$ cat config.mk
export PLATFORM = sky130hd
export DESIGN_NAME = delay_calc_sequencer_flat
export DESIGN_NICKNAME = d
export VERILOG_FILES = /design/src/rtl/delay_calc_sequencer_if.sv /design/src/rtl/delay_calc_sequencer.sv /design/src/flat_wrapper.sv
export SDC_FILE = /design/constraint.sdc
export NUM_CORES = 1
export LEC_CHECK = 0
export BUFFER_PORTS_ARGS = -buffer_cell sky130_fd_sc_hd__buf_4
export CORE_ASPECT_RATIO = 1.2
export CORE_MARGIN = 4
export CORE_UTILIZATION = 53
export CTS_CLUSTER_DIAMETER = 200
export CTS_CLUSTER_SIZE = 40
export DETAILED_ROUTE_END_ITERATION = 8
export PLACE_DENSITY = 0.95
export SLEW_MARGIN = 40
export SYNTH_ARGS = -nofsm -noshare
export SYNTH_HDL_FRONTEND = slang
export SYNTH_SLANG_ARGS = --single-unit
$ cat constraint.sdc
create_clock -name clk_i -period 10.2 [get_ports clk_i]
set_input_delay 1.53 -clock clk_i [delete_from_list [all_inputs] [get_ports clk_i]]
set_output_delay 1.53 -clock clk_i [all_outputs]
set_load 0.1 [all_outputs]
$ cat src/rtl/delay_calc_sequencer_if.sv
// Handshake bundle between the delay sequencer (master) and its comparator-term
// source, increment-and-compare datapath and delay-memory writer (slave).
interface delay_calc_sequencer_if #(
  parameter int NUM_ELEMENTS = 64,
  parameter int N_DW         = 16,
  parameter int A_DW         = 6,
  parameter int ASQ_DW       = 9,
  parameter int ERR_DW       = 17,
  parameter int CT_DW        = 19
);
  localparam int IDX_W = $clog2(NUM_ELEMENTS);

  logic                     ct_req;
  logic [IDX_W-1:0]         ct_idx;
  logic                     ct_valid;
  logic signed [CT_DW-1:0]  ct_data;

  logic                     calc_initiate;
  logic [N_DW-1:0]          calc_n_prev;
  logic signed [A_DW-1:0]   calc_a_prev;
  logic [ASQ_DW-1:0]        calc_a_prev_sq;
  logic signed [CT_DW-1:0]  calc_comp_term;
  logic signed [CT_DW-1:0]  calc_comp_term_prev;
  logic signed [ERR_DW-1:0] calc_error_prev;
  logic                     calc_ready;
  logic [N_DW-1:0]          calc_n_next;
  logic signed [A_DW-1:0]   calc_a_next;
  logic [ASQ_DW-1:0]        calc_a_next_sq;
  logic signed [ERR_DW-1:0] calc_error_next;
  logic signed [CT_DW-1:0]  calc_comp_term_next;

  logic                     delay_valid;
  logic [IDX_W-1:0]         delay_idx;
  logic [N_DW-1:0]          delay_data;
  logic                     delay_accept;

  modport master (
    output ct_req, ct_idx,
    input  ct_valid, ct_data,
    output calc_initiate, calc_n_prev, calc_a_prev, calc_a_prev_sq,
           calc_comp_term, calc_comp_term_prev, calc_error_prev,
    input  calc_ready, calc_n_next, calc_a_next, calc_a_next_sq,
           calc_error_next, calc_comp_term_next,
    output delay_valid, delay_idx, delay_data,
    input  delay_accept
  );

  modport slave (
    input  ct_req, ct_idx,
    output ct_valid, ct_data,
    input  calc_initiate, calc_n_prev, calc_a_prev, calc_a_prev_sq,
           calc_comp_term, calc_comp_term_prev, calc_error_prev,
    output calc_ready, calc_n_next, calc_a_next, calc_a_next_sq,
           calc_error_next, calc_comp_term_next,
    input  delay_valid, delay_idx, delay_data,
    output delay_accept
  );
endinterface

$ cat src/rtl/delay_calc_sequencer.sv
// Walks one scan line element by element: fetch comparator term, launch the
// increment-and-compare datapath, feed its result back, stream the delay out.
//   state  | meaning
//   IDLE   | waiting for start
//   FETCH  | requesting comparator term for idx
//   ISSUE  | one-cycle initiate to the datapath
//   WAIT   | waiting for datapath result, timeout armed
//   OUTPUT | delay word offered until accepted
//   DONE   | one-cycle done pulse
module delay_calc_sequencer #(
  parameter int NUM_ELEMENTS = 64,
  parameter int N_DW         = 16,
  parameter int A_DW         = 6,
  parameter int ASQ_DW       = 9,
  parameter int ERR_DW       = 17,
  parameter int CT_DW        = 19,
  parameter int TIMEOUT      = 1023,
  localparam int IDX_W       = $clog2(NUM_ELEMENTS)
) (
  input  logic                  clk_i,
  input  logic                  rst_i,
  input  logic                  start_i,
  input  logic [IDX_W:0]        num_elem_i,
  input  logic [N_DW-1:0]       n_init_i,
  output logic                  busy_o,
  output logic                  done_o,
  output logic                  err_timeout_o,
  delay_calc_sequencer_if.master bus
);
  localparam int TW = $clog2(TIMEOUT + 1);
  localparam logic [TW-1:0]    TO_LAST = TW'(TIMEOUT - 1);
  localparam logic [IDX_W:0]   NUM_MAX = (IDX_W + 1)'(NUM_ELEMENTS);
  localparam logic [IDX_W:0]   ONE_W   = (IDX_W + 1)'(1);

  typedef enum logic [2:0] {
    S_IDLE, S_FETCH, S_ISSUE, S_WAIT, S_OUTPUT, S_DONE
  } state_e;

  state_e                   state_q;
  logic [IDX_W-1:0]         idx_q;
  logic [IDX_W:0]           num_q;
  logic [TW-1:0]            cnt_q;
  logic [N_DW-1:0]          n_q;
  logic signed [A_DW-1:0]   a_q;
  logic [ASQ_DW-1:0]        asq_q;
  logic signed [ERR_DW-1:0] errv_q;
  logic signed [CT_DW-1:0]  ctp_q;
  logic signed [CT_DW-1:0]  ct_q;
  logic                     busy_q, done_q, to_q, ct_req_q, init_q;
  logic                     dvalid_q;
  logic [IDX_W-1:0]         didx_q;
  logic [N_DW-1:0]          ddata_q;

  logic [IDX_W:0]           num_clamp_d;
  logic                     last_elem_d;

  assign num_clamp_d = (num_elem_i > NUM_MAX) ? NUM_MAX : num_elem_i;
  // Extra index bit keeps num_elem == NUM_ELEMENTS from wrapping the compare.
  assign last_elem_d = ({1'b0, idx_q} == (num_q - ONE_W));

  always_ff @(posedge clk_i or posedge rst_i) begin
    if (rst_i) begin
      state_q  <= S_IDLE;
      idx_q    <= '0;
      num_q    <= '0;
      cnt_q    <= '0;
      n_q      <= '0;
      a_q      <= '0;
      asq_q    <= '0;
      errv_q   <= '0;
      ctp_q    <= '0;
      ct_q     <= '0;
      busy_q   <= 1'b0;
      done_q   <= 1'b0;
      to_q     <= 1'b0;
      ct_req_q <= 1'b0;
      init_q   <= 1'b0;
      dvalid_q <= 1'b0;
      didx_q   <= '0;
      ddata_q  <= '0;
    end else begin
      unique case (state_q)
        S_IDLE: begin
          if (start_i) begin
            num_q  <= num_clamp_d;
            to_q   <= 1'b0;
            idx_q  <= '0;
            n_q    <= n_init_i;
            a_q    <= '0;
            asq_q  <= '0;
            errv_q <= '0;
            ctp_q  <= '0;
            busy_q <= 1'b1;
            if (num_clamp_d == '0) begin
              done_q  <= 1'b1;
              state_q <= S_DONE;
            end else begin
              ct_req_q <= 1'b1;
              state_q  <= S_FETCH;
            end
          end
        end
        S_FETCH: begin
          if (bus.ct_valid) begin
            ct_q     <= bus.ct_data;
            ct_req_q <= 1'b0;
            init_q   <= 1'b1;
            state_q  <= S_ISSUE;
          end
        end
        S_ISSUE: begin
          init_q  <= 1'b0;
          cnt_q   <= '0;
          state_q <= S_WAIT;
        end
        S_WAIT: begin
          cnt_q <= cnt_q + TW'(1);
          if (bus.calc_ready) begin
            n_q      <= bus.calc_n_next;
            a_q      <= bus.calc_a_next;
            asq_q    <= bus.calc_a_next_sq;
            errv_q   <= bus.calc_error_next;
            ctp_q    <= bus.calc_comp_term_next;
            ddata_q  <= bus.calc_n_next;
            didx_q   <= idx_q;
            dvalid_q <= 1'b1;
            state_q  <= S_OUTPUT;
          end else if (cnt_q == TO_LAST) begin
            to_q    <= 1'b1;
            done_q  <= 1'b1;
            state_q <= S_DONE;
          end
        end
        S_OUTPUT: begin
          if (bus.delay_accept) begin
            dvalid_q <= 1'b0;
            if (last_elem_d) begin
              done_q  <= 1'b1;
              state_q <= S_DONE;
            end else begin
              idx_q    <= idx_q + IDX_W'(1);
              ct_req_q <= 1'b1;
              state_q  <= S_FETCH;
            end
          end
        end
        S_DONE: begin
          done_q  <= 1'b0;
          busy_q  <= 1'b0;
          state_q <= S_IDLE;
        end
        default: state_q <= S_IDLE;
      endcase
    end
  end

  assign busy_o        = busy_q;
  assign done_o        = done_q;
  assign err_timeout_o = to_q;

  assign bus.ct_req              = ct_req_q;
  assign bus.ct_idx              = idx_q;
  assign bus.calc_initiate       = init_q;
  assign bus.calc_n_prev         = n_q;
  assign bus.calc_a_prev         = a_q;
  assign bus.calc_a_prev_sq      = asq_q;
  assign bus.calc_comp_term      = ct_q;
  assign bus.calc_comp_term_prev = ctp_q;
  assign bus.calc_error_prev     = errv_q;
  assign bus.delay_valid         = dvalid_q;
  assign bus.delay_idx           = didx_q;
  assign bus.delay_data          = ddata_q;
endmodule

$ cat src/flat_wrapper.sv
// flat-port wrapper written by rule: the top's interface ports become plain ports
module delay_calc_sequencer_flat 
#(
  parameter int NUM_ELEMENTS = 64,
  parameter int N_DW         = 16,
  parameter int A_DW         = 6,
  parameter int ASQ_DW       = 9,
  parameter int ERR_DW       = 17,
  parameter int CT_DW        = 19,
  parameter int TIMEOUT      = 1023,
  localparam int IDX_W       = $clog2(NUM_ELEMENTS)
)
  (clk_i, rst_i, start_i, num_elem_i, n_init_i, busy_o, done_o, err_timeout_o, bus_ct_req, bus_ct_idx, bus_ct_valid, bus_ct_data, bus_calc_initiate, bus_calc_n_prev, bus_calc_a_prev, bus_calc_a_prev_sq, bus_calc_comp_term, bus_calc_comp_term_prev, bus_calc_error_prev, bus_calc_ready, bus_calc_n_next, bus_calc_a_next, bus_calc_a_next_sq, bus_calc_error_next, bus_calc_comp_term_next, bus_delay_valid, bus_delay_idx, bus_delay_data, bus_delay_accept);
  delay_calc_sequencer_if #(.NUM_ELEMENTS(NUM_ELEMENTS), .N_DW(N_DW), .A_DW(A_DW), .ASQ_DW(ASQ_DW), .ERR_DW(ERR_DW), .CT_DW(CT_DW)) bus_i ();
  input  logic clk_i;
  input  logic rst_i;
  input  logic start_i;
  input  logic [IDX_W:0] num_elem_i;
  input  logic [N_DW-1:0] n_init_i;
  output logic busy_o;
  output logic done_o;
  output logic err_timeout_o;
  output wire logic [$bits(bus_i.ct_req)-1:0] bus_ct_req;
  output wire logic [$bits(bus_i.ct_idx)-1:0] bus_ct_idx;
  input wire logic [$bits(bus_i.ct_valid)-1:0] bus_ct_valid;
  input wire logic [$bits(bus_i.ct_data)-1:0] bus_ct_data;
  output wire logic [$bits(bus_i.calc_initiate)-1:0] bus_calc_initiate;
  output wire logic [$bits(bus_i.calc_n_prev)-1:0] bus_calc_n_prev;
  output wire logic [$bits(bus_i.calc_a_prev)-1:0] bus_calc_a_prev;
  output wire logic [$bits(bus_i.calc_a_prev_sq)-1:0] bus_calc_a_prev_sq;
  output wire logic [$bits(bus_i.calc_comp_term)-1:0] bus_calc_comp_term;
  output wire logic [$bits(bus_i.calc_comp_term_prev)-1:0] bus_calc_comp_term_prev;
  output wire logic [$bits(bus_i.calc_error_prev)-1:0] bus_calc_error_prev;
  input wire logic [$bits(bus_i.calc_ready)-1:0] bus_calc_ready;
  input wire logic [$bits(bus_i.calc_n_next)-1:0] bus_calc_n_next;
  input wire logic [$bits(bus_i.calc_a_next)-1:0] bus_calc_a_next;
  input wire logic [$bits(bus_i.calc_a_next_sq)-1:0] bus_calc_a_next_sq;
  input wire logic [$bits(bus_i.calc_error_next)-1:0] bus_calc_error_next;
  input wire logic [$bits(bus_i.calc_comp_term_next)-1:0] bus_calc_comp_term_next;
  output wire logic [$bits(bus_i.delay_valid)-1:0] bus_delay_valid;
  output wire logic [$bits(bus_i.delay_idx)-1:0] bus_delay_idx;
  output wire logic [$bits(bus_i.delay_data)-1:0] bus_delay_data;
  input wire logic [$bits(bus_i.delay_accept)-1:0] bus_delay_accept;
  assign bus_ct_req = bus_i.ct_req;
  assign bus_ct_idx = bus_i.ct_idx;
  assign bus_i.ct_valid = bus_ct_valid;
  assign bus_i.ct_data = bus_ct_data;
  assign bus_calc_initiate = bus_i.calc_initiate;
  assign bus_calc_n_prev = bus_i.calc_n_prev;
  assign bus_calc_a_prev = bus_i.calc_a_prev;
  assign bus_calc_a_prev_sq = bus_i.calc_a_prev_sq;
  assign bus_calc_comp_term = bus_i.calc_comp_term;
  assign bus_calc_comp_term_prev = bus_i.calc_comp_term_prev;
  assign bus_calc_error_prev = bus_i.calc_error_prev;
  assign bus_i.calc_ready = bus_calc_ready;
  assign bus_i.calc_n_next = bus_calc_n_next;
  assign bus_i.calc_a_next = bus_calc_a_next;
  assign bus_i.calc_a_next_sq = bus_calc_a_next_sq;
  assign bus_i.calc_error_next = bus_calc_error_next;
  assign bus_i.calc_comp_term_next = bus_calc_comp_term_next;
  assign bus_delay_valid = bus_i.delay_valid;
  assign bus_delay_idx = bus_i.delay_idx;
  assign bus_delay_data = bus_i.delay_data;
  assign bus_i.delay_accept = bus_delay_accept;
  delay_calc_sequencer #(.NUM_ELEMENTS(NUM_ELEMENTS), .N_DW(N_DW), .A_DW(A_DW), .ASQ_DW(ASQ_DW), .ERR_DW(ERR_DW), .CT_DW(CT_DW), .TIMEOUT(TIMEOUT)) u_core (.clk_i(clk_i), .rst_i(rst_i), .start_i(start_i), .num_elem_i(num_elem_i), .n_init_i(n_init_i), .busy_o(busy_o), .done_o(done_o), .err_timeout_o(err_timeout_o), .bus(bus_i));
endmodule
# Word-level counts from Yosys, hierarchy flattened
# Index checks and enable logic that the tools add are counted.
# totals
input_bits	115
wordCells	112
out_inout_bits	120
ff_bits	140
# op_classes
mux	50
addsub	3
n_eq_ne	18
magnitude_cmp	1
n_reduce_logical	22
# op_table
cell	count
$mux 19	2
$pmux 19 s2	1
$mux 17	2
$pmux 17 s2	1
$mux 16	2
$pmux 16 s2	1
$mux 6	4
$pmux 6 s2	2
$mux 3	7
$pmux 10 s2	1
$mux 9	2
$pmux 9 s2	1
$mux 1	16
$pmux 3 s5	1
$ne 2x2->1 const B	7
$reduce_and 4->1	3
$reduce_bool 2->1	6
$add 10x1->10 const B	1
$eq 10x10->1 const B	1
$reduce_and 2->1	5
$pmux 1 s2	4
$eq 6x7->1	1
$gt 7x7->1 const B	1
$logic_not 7->1	1
other kinds (16)	21

# Depth between registers and ports, before layout
# depth
word_depth	6
mapped_depth	9
mapped_depth_nobuf	8

# Worst setup path after synthesis
# No wires, ideal clock.
# synth_path
path_type	input-to-reg
startpoint	input port start_i
endpoint	register u_core.a_q[0] (netlist: u_core.bus.calc_a_prev[0])
t_arrival_ns	2.701
path_stages	7
required_time_ns	10.117
setup_ns	0.083
n_path_buf	3
slack_ns	7.416
path_cell_list	and3_1 buf_2 a21oi_1 clkbuf_1 clkbuf_1 nand2_1 o21ai_0
# synth_between
elab_chain_len	2
# synth_lines
item	line	rtl
start, declared	flat_wrapper.sv:17	input logic start_i;
$ne 2x2->1 (no source line)	n/a	
$reduce_and 3->1 (no source line)	n/a	
end signal, assigned	delay_calc_sequencer.sv:120	a_q <= bus.calc_a_next;
end, declared	delay_calc_sequencer.sv:44	logic signed [A_DW-1:0] a_q;
# Every way passes these cells.
# A chain may end at the register's enable or synchronous reset.

# Worst setup path in the final report
# layout_path
startpoint	register u_core.idx_q[2] (netlist: u_core.bus.ct_idx[2])
endpoint	output port bus_ct_idx[2]
# layout_rtl
item	line	rtl
start, declared	delay_calc_sequencer.sv:40	logic [IDX_W-1:0] idx_q;
start signal, assigned	delay_calc_sequencer.sv:141	idx_q <= idx_q + IDX_W'(1);
end, declared	flat_wrapper.sv:24	output wire logic [$bits(bus_i.ct_idx)-1:0] bus_ct_idx;
# No word-level cell between the ends.

==> qor.yml <==
route:
  drt-vias-per-instance: 5.39
  route.vias.total: 5350
  wire_per_inst_um: 17.7
  wl_mm: 17.6
  detail-route-antenna-nets: 0
  drt-initial-drc-count: 285
  drc: 0
  drt-pass1-iter-count: 4
global_route:
  grt_antenna_before_repair: 0
  grt_start_max_net_pins: 103
  grt_pass1_wl_mm: 27.9
  grt_usage_pct: 27.1
  grt-ovfl-total: 0
  grt_pass1_vias: 5502
die:
  fp.dieW_um: 106
  start_util_pct: 54.6
  die-area_mm2: 0.0132
  dieHeight_um: 125
  rows: 42
  core_mm2: 0.0111
  io_pins: 235
setup_path:
  cp-end-kind: "output port"
  crit_family: "flip-flops"
  critPathMaxStageDelay_ns: 0.56
  worstPathArrival_ns: 1.35
  path_buf_inv: 1
  worst-path-max-fanout: 10
  crit_type: "reg -> out"
  cp_cell_sequence: "buf_4"
  cp-start-kind: "flip-flop"
  crit_slowest_cell: "dfrtp_1"
  critPathRequiredTime_ns: 8.67
logic_synthesis:
  syn-instance-count: 605
  synth_edf_count: 0
  yosysTopAreaCellShare_pct: 57.8
  netlist_area_mm2: 0.00606
  synth-main-ff-cell: "dfrtp_1"
  synth_top_area_cell: "dfrtp_1"
  ys_warn_count: 0
  syn_nets: 724
  yosysMostFrequentCell: "nand2_1"
  synth_area_per_cell_um2: 10.0
  synthTopCellsByArea: "dfrtp_1, nand2_1, mux2_2, o21ai_0, a31oi_1"
  ys_seq_area_share_pct: 57.8
  async_flop_share_pct: 100
  ys_types: 50
  synthTopCellsByCount: "nand2_1, dfrtp_1, o21ai_0"
  ys_seq_elements: 140
flow_run:
  cap_violations: 0
timing:
  final_hold_viol_count: 0
  period_minus_slack_ns: 2.88
  setup_violations: 0
  slew_violations: 0
  rsz0062_at_grt: "no"
  tightest_slew_ns: 0.782
  max_slew_margin_pct: 47.8
  clock_skew_ns: 0.00807
  finalSetupTns_ns: 0
  fmax_mhz: 347
  period_share_pct: 28.2
clock_network:
  cts.path.max_buffers: 2
  htree_levels: 4
  cts_resized: 0
  postCtsHoldBufs: 0
  clock-sinks: 140
  cts_buffers: 17
  root_buffer: "clkbuf_16"
  clkLatencyLatePin_ns: 0.42
  cts_tree: "done"
  post_cts_buffers: 0
  clk_pin_slew_ns: 0.05
placed_design:
  place_inst: 961
  finalWeightedCongestion: 0.856
  io_buffers: 234
  hpwl_mm: 12.6
min_path:
  holdCritPathClass: "reg -> reg"
cells_and_area:
  finish.utilization_pct: 76.5
  fin_nets: 945
  n_fill_cell: 701
  n_antenna_cell: 0
  drive_above_1_share_pct: 38.4
  area.growth.synth_to_final_pct: 40.1
  layoutNonFillerInstCount: 992
outcome:
  outcome: "complete, no violations"
## layer usage
| layer | share of wire (%) | GRT usage (%) |
|---|---|---|
| met1 | 36 | 30.2 |
| met2 | 52 | 46.4 |
| met3 | 8.7 | 10.2 |
| met4 | 3.4 | 11.6 |
| met5 | 0 | 0 |
## final cells by class
cell class | count | area [um2] | area share (%)
multi-input cells | 419 | 2390 | 28.2
flip-flops and latches | 140 | 3500 | 41.3
clock inverters | 6 | 60.1 | 0.708
clock buffers | 25 | 505 | 5.96
well taps | 154 | 193 | 2.27
inverters | 11 | 46.3 | 0.546
repair buffers | 237 | 1790 | 21.1
## worst reg2reg max path, delay by kind of cell, from the launching register on
kind            cells  cell delay, ns
buf+inv             2            0.91
simple gates        3            0.69
flops               1            0.51
compound gates      2            0.22
## cell usage in the layout (no fill, tap or decap), drive strengths merged, types with 2 or more instances in the layout
master	Yosys	final
nand3b	2	2
nor2b	4	4
dfrtp	140	140
xnor2	6	6
clkbuf	27	25
nor3	6	6
o21ai	69	69
o22ai	2	2
o211ai	2	2
nand2	167	167
ha	4	4
nor2	30	30
xor2	5	5
buf	8	237
nand2b	5	5
or4	2	2
mux2	41	41
nor4	3	3
a22o	2	2
and3	5	5
a21o	2	2
inv	11	11
a41o	2	2
clkinv	0	3
nand4	4	4
and2	2	2
a21oi	6	6
nand3	10	10
a31oi	20	20
a32oi	3	3
clkinvlp	0	2
## final timing paths
kind	start	end	slack [ns]	cells past startpoint
max	u_core.bus.ct_idx[2]	bus_ct_idx[2]	7.32	1
min	u_core.bus.calc_error_prev[6]	u_core.bus.calc_error_prev[6]	0.48	2
min reg2reg	u_core.bus.calc_error_prev[6]	u_core.bus.calc_error_prev[6]	0.48	2
max in group asynchronous	rst_i	u_core.bus.calc_comp_term[6]	7.97	3
max reg2reg	u_core.state_q[2]	u_core.bus.calc_a_prev_sq[7]	7.71	7
min in group asynchronous	rst_i	u_core.bus.calc_comp_term[17]	1.18	2
## state kept, by name, summed over array words and instances (netlist names), 3 cells and up
signal                          flops
u_core.bus.calc_a_prev              6
u_core.bus.calc_a_prev_sq           9
u_core.bus.calc_comp_term          19
u_core.bus.calc_comp_term_prev     19
u_core.bus.calc_error_prev         17
u_core.bus.calc_n_prev             16
u_core.bus.ct_idx                   6
u_core.bus.delay_data              16
u_core.bus.delay_idx                6
u_core.cnt_q                       10
u_core.num_q                        7
u_core.state_q                      3
## cell families (layout without fill, tap and decap cells)
| kind of cell | Yosys count | count (layout) | synth area share, % |
|---|---|---|---|
| buffers and inverters | 46 | 279 | 3.00 |
| DFF | 140 | 140 | 57.8 |
| AOI/OAI and AO/OA | 117 | 117 | 11.5 |
| adders and majority gates | 4 | 4 | 0.826 |
| xor gates and xnor gates | 11 | 11 | 1.59 |
| and+or+nand+nor | 245 | 245 | 17.5 |
| muxes | 42 | 42 | 7.79 |
## metrics by stage
| step | setup WS (ns) | area (um2) | hold slack, ns |
|---|---|---|---|
| after floorplan | 4.92 | 6060 | 0.465 |
| after global placement | 6.49 | 7910 | 0.462 |
| after detailed placement | 6.92 | 7920 | 0.472 |
| after CTS | 7.30 | 8480 | 0.484 |
| after global routing | 7.26 | 8490 | 0.504 |
| final | 7.32 | 8490 | 0.480 |
Power is not shown: default switching activity piles up to over one toggle a cycle in this logic, so the estimate is an artifact.
